<file path="src/rtl/mem_access_if.sv">
// Data-memory request/acknowledge port between the MEM stage and memory.
interface mem_access_if;
    logic        mem_req;
    logic        mem_we;
    logic [29:0] mem_addr;
    logic [31:0] mem_wdata;
    logic [3:0]  mem_be;
    logic        mem_ack;
    logic [31:0] mem_rdata;

    modport master (
        output mem_req, mem_we, mem_addr, mem_wdata, mem_be,
        input  mem_ack, mem_rdata
    );

    modport slave (
        input  mem_req, mem_we, mem_addr, mem_wdata, mem_be,
        output mem_ack, mem_rdata
    );
endinterface

</file>
<file path="src/rtl/mem_access.sv">
// MEM-stage load/store unit: lane alignment, load extension, req/ack stall FSM.
// Optional misalignment trap enabled by defining MEM_ALIGN_CHECK_EN.
module mem_access #(
    parameter int TIMEOUT_CYC = 64
) (
    input  logic                clk,
    input  logic                rst,
    input  logic                memwrite_m,
    input  logic                memtoreg_m,
    input  logic [31:0]         aluout_m,
    input  logic [31:0]         writedata_m,
    input  logic [31:0]         instr_m,
    output logic                stall_m,
    output logic [31:0]         readdata_m,
    output logic                rd_valid,
    output logic                mem_err,
    output logic                align_err,
    mem_access_if.master        mem
);
    localparam int CW = (TIMEOUT_CYC > 2) ? $clog2(TIMEOUT_CYC) : 1;
    localparam logic [CW-1:0] CNT_LAST = CW'(TIMEOUT_CYC - 1);

    typedef enum logic [1:0] {IDLE, REQ, DONE} state_t;

    state_t        state_q, state_d;
    logic [CW-1:0] cnt_q, cnt_d;
    logic          req_q, req_d;
    logic          we_q, we_d;
    logic [29:0]   addr_q, addr_d;
    logic [31:0]   wdata_q, wdata_d;
    logic [3:0]    be_q, be_d;
    logic          load_q, load_d;
    logic [1:0]    sz_q, sz_d;
    logic          sgn_q, sgn_d;
    logic [1:0]    lane_q, lane_d;
    logic [31:0]   rdata_q, rdata_d;
    logic          rdv_q, rdv_d;
    logic          err_q, err_d;

    logic [5:0]  op;
    logic        memop, is_byte, is_half, is_sgn, misalign;
    logic [3:0]  be_new;
    logic [31:0] wdata_new;
    logic [7:0]  rbyte;
    logic [15:0] rhalf;
    logic [31:0] rext;
    logic        unused_instr;

    assign op           = instr_m[31:26];
    assign unused_instr = ^instr_m[25:0];
    assign memop        = memwrite_m | memtoreg_m;
    assign is_byte      = (op == 6'h20) || (op == 6'h24) || (op == 6'h28);
    assign is_half      = (op == 6'h21) || (op == 6'h25) || (op == 6'h29);
    assign is_sgn       = (op == 6'h20) || (op == 6'h21);

`ifdef MEM_ALIGN_CHECK_EN
    assign misalign = (is_half & aluout_m[0]) |
                      (~is_byte & ~is_half & (|aluout_m[1:0]));
`else
    assign misalign = 1'b0;
`endif

    // Unrecognised opcodes fall through to a full-word access.
    always_comb begin
        be_new    = 4'b1111;
        wdata_new = writedata_m;
        unique case (1'b1)
            is_byte: begin
                be_new    = 4'b0001 << aluout_m[1:0];
                wdata_new = {4{writedata_m[7:0]}};
            end
            is_half: begin
                be_new    = aluout_m[1] ? 4'b1100 : 4'b0011;
                wdata_new = {2{writedata_m[15:0]}};
            end
            default: ;
        endcase
    end

    always_comb begin
        rbyte = mem.mem_rdata[{lane_q, 3'b000} +: 8];
        rhalf = lane_q[1] ? mem.mem_rdata[31:16] : mem.mem_rdata[15:0];
        unique case (sz_q)
            2'd0:    rext = {{24{sgn_q & rbyte[7]}}, rbyte};
            2'd1:    rext = {{16{sgn_q & rhalf[15]}}, rhalf};
            default: rext = mem.mem_rdata;
        endcase
    end

    always_comb begin
        state_d = state_q;
        cnt_d   = cnt_q;
        req_d   = req_q;
        we_d    = we_q;
        addr_d  = addr_q;
        wdata_d = wdata_q;
        be_d    = be_q;
        load_d  = load_q;
        sz_d    = sz_q;
        sgn_d   = sgn_q;
        lane_d  = lane_q;
        rdata_d = rdata_q;
        rdv_d   = 1'b0;
        err_d   = err_q;
        unique case (state_q)
            IDLE: begin
                if (memop && !misalign) begin
                    state_d = REQ;
                    cnt_d   = '0;
                    req_d   = 1'b1;
                    we_d    = memwrite_m;
                    addr_d  = aluout_m[31:2];
                    wdata_d = wdata_new;
                    be_d    = be_new;
                    load_d  = ~memwrite_m;
                    sz_d    = is_byte ? 2'd0 : (is_half ? 2'd1 : 2'd2);
                    sgn_d   = is_sgn;
                    lane_d  = aluout_m[1:0];
                end
            end
            REQ: begin
                if (mem.mem_ack) begin
                    state_d = DONE;
                    req_d   = 1'b0;
                    if (load_q) begin
                        rdata_d = rext;
                        rdv_d   = 1'b1;
                    end
                end else if (cnt_q == CNT_LAST) begin
                    state_d = DONE;
                    req_d   = 1'b0;
                    err_d   = 1'b1;
                    if (load_q) begin
                        rdata_d = '0;
                        rdv_d   = 1'b1;
                    end
                end else begin
                    cnt_d = cnt_q + 1'b1;
                end
            end
            default: state_d = IDLE;
        endcase
    end

    always_ff @(posedge clk or posedge rst) begin
        if (rst) begin
            state_q <= IDLE;
            cnt_q   <= '0;
            req_q   <= 1'b0;
            we_q    <= 1'b0;
            addr_q  <= '0;
            wdata_q <= '0;
            be_q    <= '0;
            load_q  <= 1'b0;
            sz_q    <= '0;
            sgn_q   <= 1'b0;
            lane_q  <= '0;
            rdata_q <= '0;
            rdv_q   <= 1'b0;
            err_q   <= 1'b0;
        end else begin
            state_q <= state_d;
            cnt_q   <= cnt_d;
            req_q   <= req_d;
            we_q    <= we_d;
            addr_q  <= addr_d;
            wdata_q <= wdata_d;
            be_q    <= be_d;
            load_q  <= load_d;
            sz_q    <= sz_d;
            sgn_q   <= sgn_d;
            lane_q  <= lane_d;
            rdata_q <= rdata_d;
            rdv_q   <= rdv_d;
            err_q   <= err_d;
        end
    end

    // Detection-cycle stall is combinational so the pipeline freezes at once.
    assign stall_m = ~rst & (((state_q == IDLE) & memop & ~misalign) |
                             (state_q == REQ));
    assign align_err = ~rst & (state_q == IDLE) & memop & misalign;

    assign readdata_m    = rdata_q;
    assign rd_valid      = rdv_q;
    assign mem_err       = err_q;
    assign mem.mem_req   = req_q;
    assign mem.mem_we    = we_q;
    assign mem.mem_addr  = addr_q;
    assign mem.mem_wdata = wdata_q;
    assign mem.mem_be    = be_q;
endmodule

</file>
<file path="src/flat_wrapper.sv">
// flat-port wrapper written by rule: the top's interface ports become plain ports
module mem_access_flat 
#(
    parameter int TIMEOUT_CYC = 64
)
  (clk, rst, memwrite_m, memtoreg_m, aluout_m, writedata_m, instr_m, stall_m, readdata_m, rd_valid, mem_err, align_err, mem_mem_req, mem_mem_we, mem_mem_addr, mem_mem_wdata, mem_mem_be, mem_mem_ack, mem_mem_rdata);
  mem_access_if mem_i ();
  input  logic clk;
  input  logic rst;
  input  logic memwrite_m;
  input  logic memtoreg_m;
  input  logic [31:0] aluout_m;
  input  logic [31:0] writedata_m;
  input  logic [31:0] instr_m;
  output logic stall_m;
  output logic [31:0] readdata_m;
  output logic rd_valid;
  output logic mem_err;
  output logic align_err;
  output wire logic [$bits(mem_i.mem_req)-1:0] mem_mem_req;
  output wire logic [$bits(mem_i.mem_we)-1:0] mem_mem_we;
  output wire logic [$bits(mem_i.mem_addr)-1:0] mem_mem_addr;
  output wire logic [$bits(mem_i.mem_wdata)-1:0] mem_mem_wdata;
  output wire logic [$bits(mem_i.mem_be)-1:0] mem_mem_be;
  input wire logic [$bits(mem_i.mem_ack)-1:0] mem_mem_ack;
  input wire logic [$bits(mem_i.mem_rdata)-1:0] mem_mem_rdata;
  assign mem_mem_req = mem_i.mem_req;
  assign mem_mem_we = mem_i.mem_we;
  assign mem_mem_addr = mem_i.mem_addr;
  assign mem_mem_wdata = mem_i.mem_wdata;
  assign mem_mem_be = mem_i.mem_be;
  assign mem_i.mem_ack = mem_mem_ack;
  assign mem_i.mem_rdata = mem_mem_rdata;
  mem_access #(.TIMEOUT_CYC(TIMEOUT_CYC)) u_core (.clk(clk), .rst(rst), .memwrite_m(memwrite_m), .memtoreg_m(memtoreg_m), .aluout_m(aluout_m), .writedata_m(writedata_m), .instr_m(instr_m), .stall_m(stall_m), .readdata_m(readdata_m), .rd_valid(rd_valid), .mem_err(mem_err), .align_err(align_err), .mem(mem_i));
endmodule
</file>
<file path="config.mk">
export PLATFORM = sky130hd
export DESIGN_NAME = mem_access_flat
export DESIGN_NICKNAME = d
export VERILOG_FILES = /design/src/rtl/mem_access_if.sv /design/src/rtl/mem_access.sv /design/src/flat_wrapper.sv
export SDC_FILE = /design/constraint.sdc
export NUM_CORES = 1
export LEC_CHECK = 0
export CAP_MARGIN = 40
export CORE_ASPECT_RATIO = 0.75
export CORE_MARGIN = 1.5
export CORE_UTILIZATION = 46
export CTS_CLUSTER_SIZE = 20
export DETAILED_ROUTE_END_ITERATION = 8
export GPL_TIMING_DRIVEN = 0
export PLACE_DENSITY = 0.95
export SKIP_CTS_REPAIR_TIMING = 1
export SLEW_MARGIN = 20
export SYNTH_ARGS = -nofsm -noshare
export SYNTH_HDL_FRONTEND = slang
export SYNTH_SLANG_ARGS = --single-unit
</file>
<file path="constraint.sdc">
create_clock -name clk -period 6.2 [get_ports clk]
set_clock_uncertainty 0.15 [all_clocks]
set_input_delay 1.24 -clock clk [delete_from_list [all_inputs] [get_ports clk]]
set_output_delay 1.24 -clock clk [all_outputs]
set_load 0.01 [all_outputs]
</file>
==> reports/results.ini <==
[min_path]
timing.hold.worst.class = register to register

[yosys]
syn_nets = 667
synth.top_cell.area_share = 0.542
synth.cell_area_mm2 = 0.00535
synth_largest_area_cell = dfrtp_1
seq_area_frac_synth = 0.542
syn_inst = 533
synth.most_common_cell = nand2_1
synthTopCellsByArea = dfrtp_1, nand2_1, mux2i_1, a221o_1, nor2b_1
synthFlopType = dfrtp_1
netlist-cell-type-count = 49
yosys_warnings = 0
fraction_of_registers_with_async_set_reset = 1.00
post_synth.cell_area_avg_um2 = 10.0
synth_seq_cells = 116
top_cell_types_by_occurrence_after_synthesis = nand2_1, dfrtp_1, mux2i_1, clkbuf_1, o21ai_0
synth_enable_flop_cells = 0

[setup_path]
critical_path.max_stage_delay_ps = 480
cpMaxStageDelayCell = clkdlybuf4s50_1
critPathBufInv = 5
termination_of_the_worst_setup_path = stall_m
crit-reg2reg-capture = u_core.readdata_m[17]$_DFFE_PP0P_
worst_path_dominant_cell_family = buffers and inverters
crit_path_max_fanout = 10
critical_path.cell_chain = clkdlybuf4s50_1 > o21ai_0 > clkbuf_1 > buf_2 > buf_2 > a21oi_1 > clkdlybuf4s50_1
critPathRequiredTime_ps = 4810
setup_crit_start = memwrite_m
cell_count_of_the_worst_reg_to_reg_path = 6
setup.reg_to_reg.worst_slack_ps = 3920
crit-reg2reg-launch = u_core.cnt_q[0]$_DFFE_PP0P_
setup.worst_path.start_class = input pin
number_of_stages_on_the_worst_setup_path = 7
critical_path_arrival_ps = 3570
cp-end-kind = primary output
crit_type = input pin to primary output

[drt]
drt_iter0_drc = 527
drt_pass1_iterations = 5
drc = 0
drt-wirelength-per-cell_um = 18.0
routed_wirelength_um = 16500
route.vias.total = 5044
via_density = 5.52
ant_nets = 0

[finish]
antenna_cells_inserted = 0
final_net_count = 896
final_area_mm2 = 0.00829
area_growth_pct = 54.8
post_route_cells_drive_above_1_share = 0.0801
finalNonFillerCells = 914

[sta]
slew_headroom = 0.561
fin_crit_ps = 4960
tightest_slew_ps = 656
report.final.slew_viol_count = 0
final.period_utilization = 0.800
final.setup.tns_ps = 0
timing.final.setup_violations = 0
grt_setup_unrepaired = false
hold_violation_count_in_the_final_report = 0
fmaxAchievable_mhz = 202

[place]
place_area_mm2 = 0.00765
gp_routability_congestion = 0.917
dp_hpwl_um = 12000
placed_cells_incl_taps = 883
port-buffer-count = 209

[clock_network]
clk-insertion-delay-late_ps = 410
cts_inserted_buffers = 17
cts_tree = built
clk_root_buffer_cell = clkbuf_16
cts.path.max_buffers = 2
clkSinkCount = 116
clk_pin_slew_worst_paths_ps = 50
htree_levels = 4

[power]
power.density_cell_area_mw_per_mm2 = 501
post-layout-total-power_mw = 4.15
static-leakage-power_nw = 3.62
irDropWorstVdd_mv = 0.273

[outcome]
run_status = complete, no violations

[job]
drv.max_cap_violation_count = 0

[global_routing]
first_global_vias = 5157
gr-usage-all-layers = 0.281
grt_antenna_before_repair = 0
globalRouteOverflowTotal = 0
grt_start_max_net_pins = 65
first_pass_grt_wire_length_um = 26400

[die]
initial_utilization = 0.480
ioPinCount = 237
placementRows = 33
die_y_um = 96.4
die-area_mm2 = 0.0123
chipWidth_um = 128
coreArea_mm2 = 0.0111

[per-stage QoR]
stage,setup slack [ps],util,hold WS (ps)
finish,1240,0.743,306
global route,1040,0.743,351
CTS,1200,0.743,309
detailed placement,1210,0.686,297
global placement,218,0.684,299
floorplan,1740,-,323
[cell families after synthesis]
| group | synth area share |
|---|---|
| and+or+nand+nor | 0.170 |
| other | 0.000701 |
| adders and majority gates | 0.00234 |
| AOI/OAI and AO/OA | 0.163 |
| DFF | 0.542 |
| buffers and inverters | 0.0381 |
| muxes | 0.0837 |
[power by group]
part	switching, mW	internal [mW]
Combinational	0.879	0.925
Clock	0.332	0.710
Sequential	0.209	1.09
[how the worst min path moves through the flow]
| stage | startpoint | to | slack [ps] | cells after the start |
|---|---|---|---|---|
| 5_1_grt | u_core.mem_err$_DFFE_PP0P_ | u_core.mem_err$_DFFE_PP0P_ | 350 | 1 |
| 3_3_place_gp | u_core.mem_err$_DFFE_PP0P_ | u_core.mem_err$_DFFE_PP0P_ | 300 | 1 |
| 4_1_cts | u_core.mem_err$_DFFE_PP0P_ | u_core.mem_err$_DFFE_PP0P_ | 310 | 1 |
| 6_report | u_core.mem_err$_DFFE_PP0P_ | u_core.mem_err$_DFFE_PP0P_ | 310 | 1 |
| 2_1_floorplan | u_core.cnt_q[4]$_DFFE_PP0P_ | u_core.cnt_q[4]$_DFFE_PP0P_ | 320 | 1 |
| 3_5_place_dp | u_core.mem_err$_DFFE_PP0P_ | u_core.mem_err$_DFFE_PP0P_ | 300 | 1 |
[per-layer routing]
metal / routed length [um] / global-route usage
met4: 371 / 0.117
met5: 0 / 0
met2: 7920 / 0.469
met3: 1360 / 0.0732
met1: 6850 / 0.351
[worst reg2reg max path, cell delays in order, from the launching register on]
cell      delay (ps)
dfrtp_1          420
ha_1             260
nand2_1          120
nor2_1            80
o211ai_1         490
clkbuf_1         450
a221o_1          250
[state kept, by name, indices dropped and copies added, names as in the netlist, 2 cells and up]
register / count
u_core.mem.mem_addr: 30
u_core.state_q: 2
u_core.lane_q: 2
u_core.mem.mem_wdata: 32
u_core.sz_q: 2
u_core.readdata_m: 32
u_core.mem.mem_be: 4
u_core.cnt_q: 6
[final cells by class]
type                       instances  area (um2)
multi-input combinational        377        2250
buffer                            36         189
tap                              140         175
clock buffer                      22         484
fill                             721        2860
timing repair buffer             210        2120
sequential                       116        2900
inverter                           4        20.0
clock inverter                     9         150
[layout by cell type, fill, tap and decap left out, types with 3 or more instances in the layout]
cell and count:
buf_2 4, a22o_1 12, o21ai_1 9, buf_6 5, nand2_1 164, nand2b_1 5, clkinv_2 3, inv_1 3
clkbuf_1 25, clkbuf_16 17, a32o_1 3, nor2b_1 18, a221o_1 17, o21ai_0 20, mux2_2 8, bufinv_16 4
o211ai_1 4, mux2i_1 32, nand3_1 7, a21oi_1 16, buf_4 3, o221ai_1 6, o2bb2ai_1 3, o22ai_1 7
clkdlybuf4s50_1 209, dfrtp_1 116, nor2_1 13, a31oi_1 3, clkbuf_8 4
No activity file was read; power rests on OpenSTA's default activity.
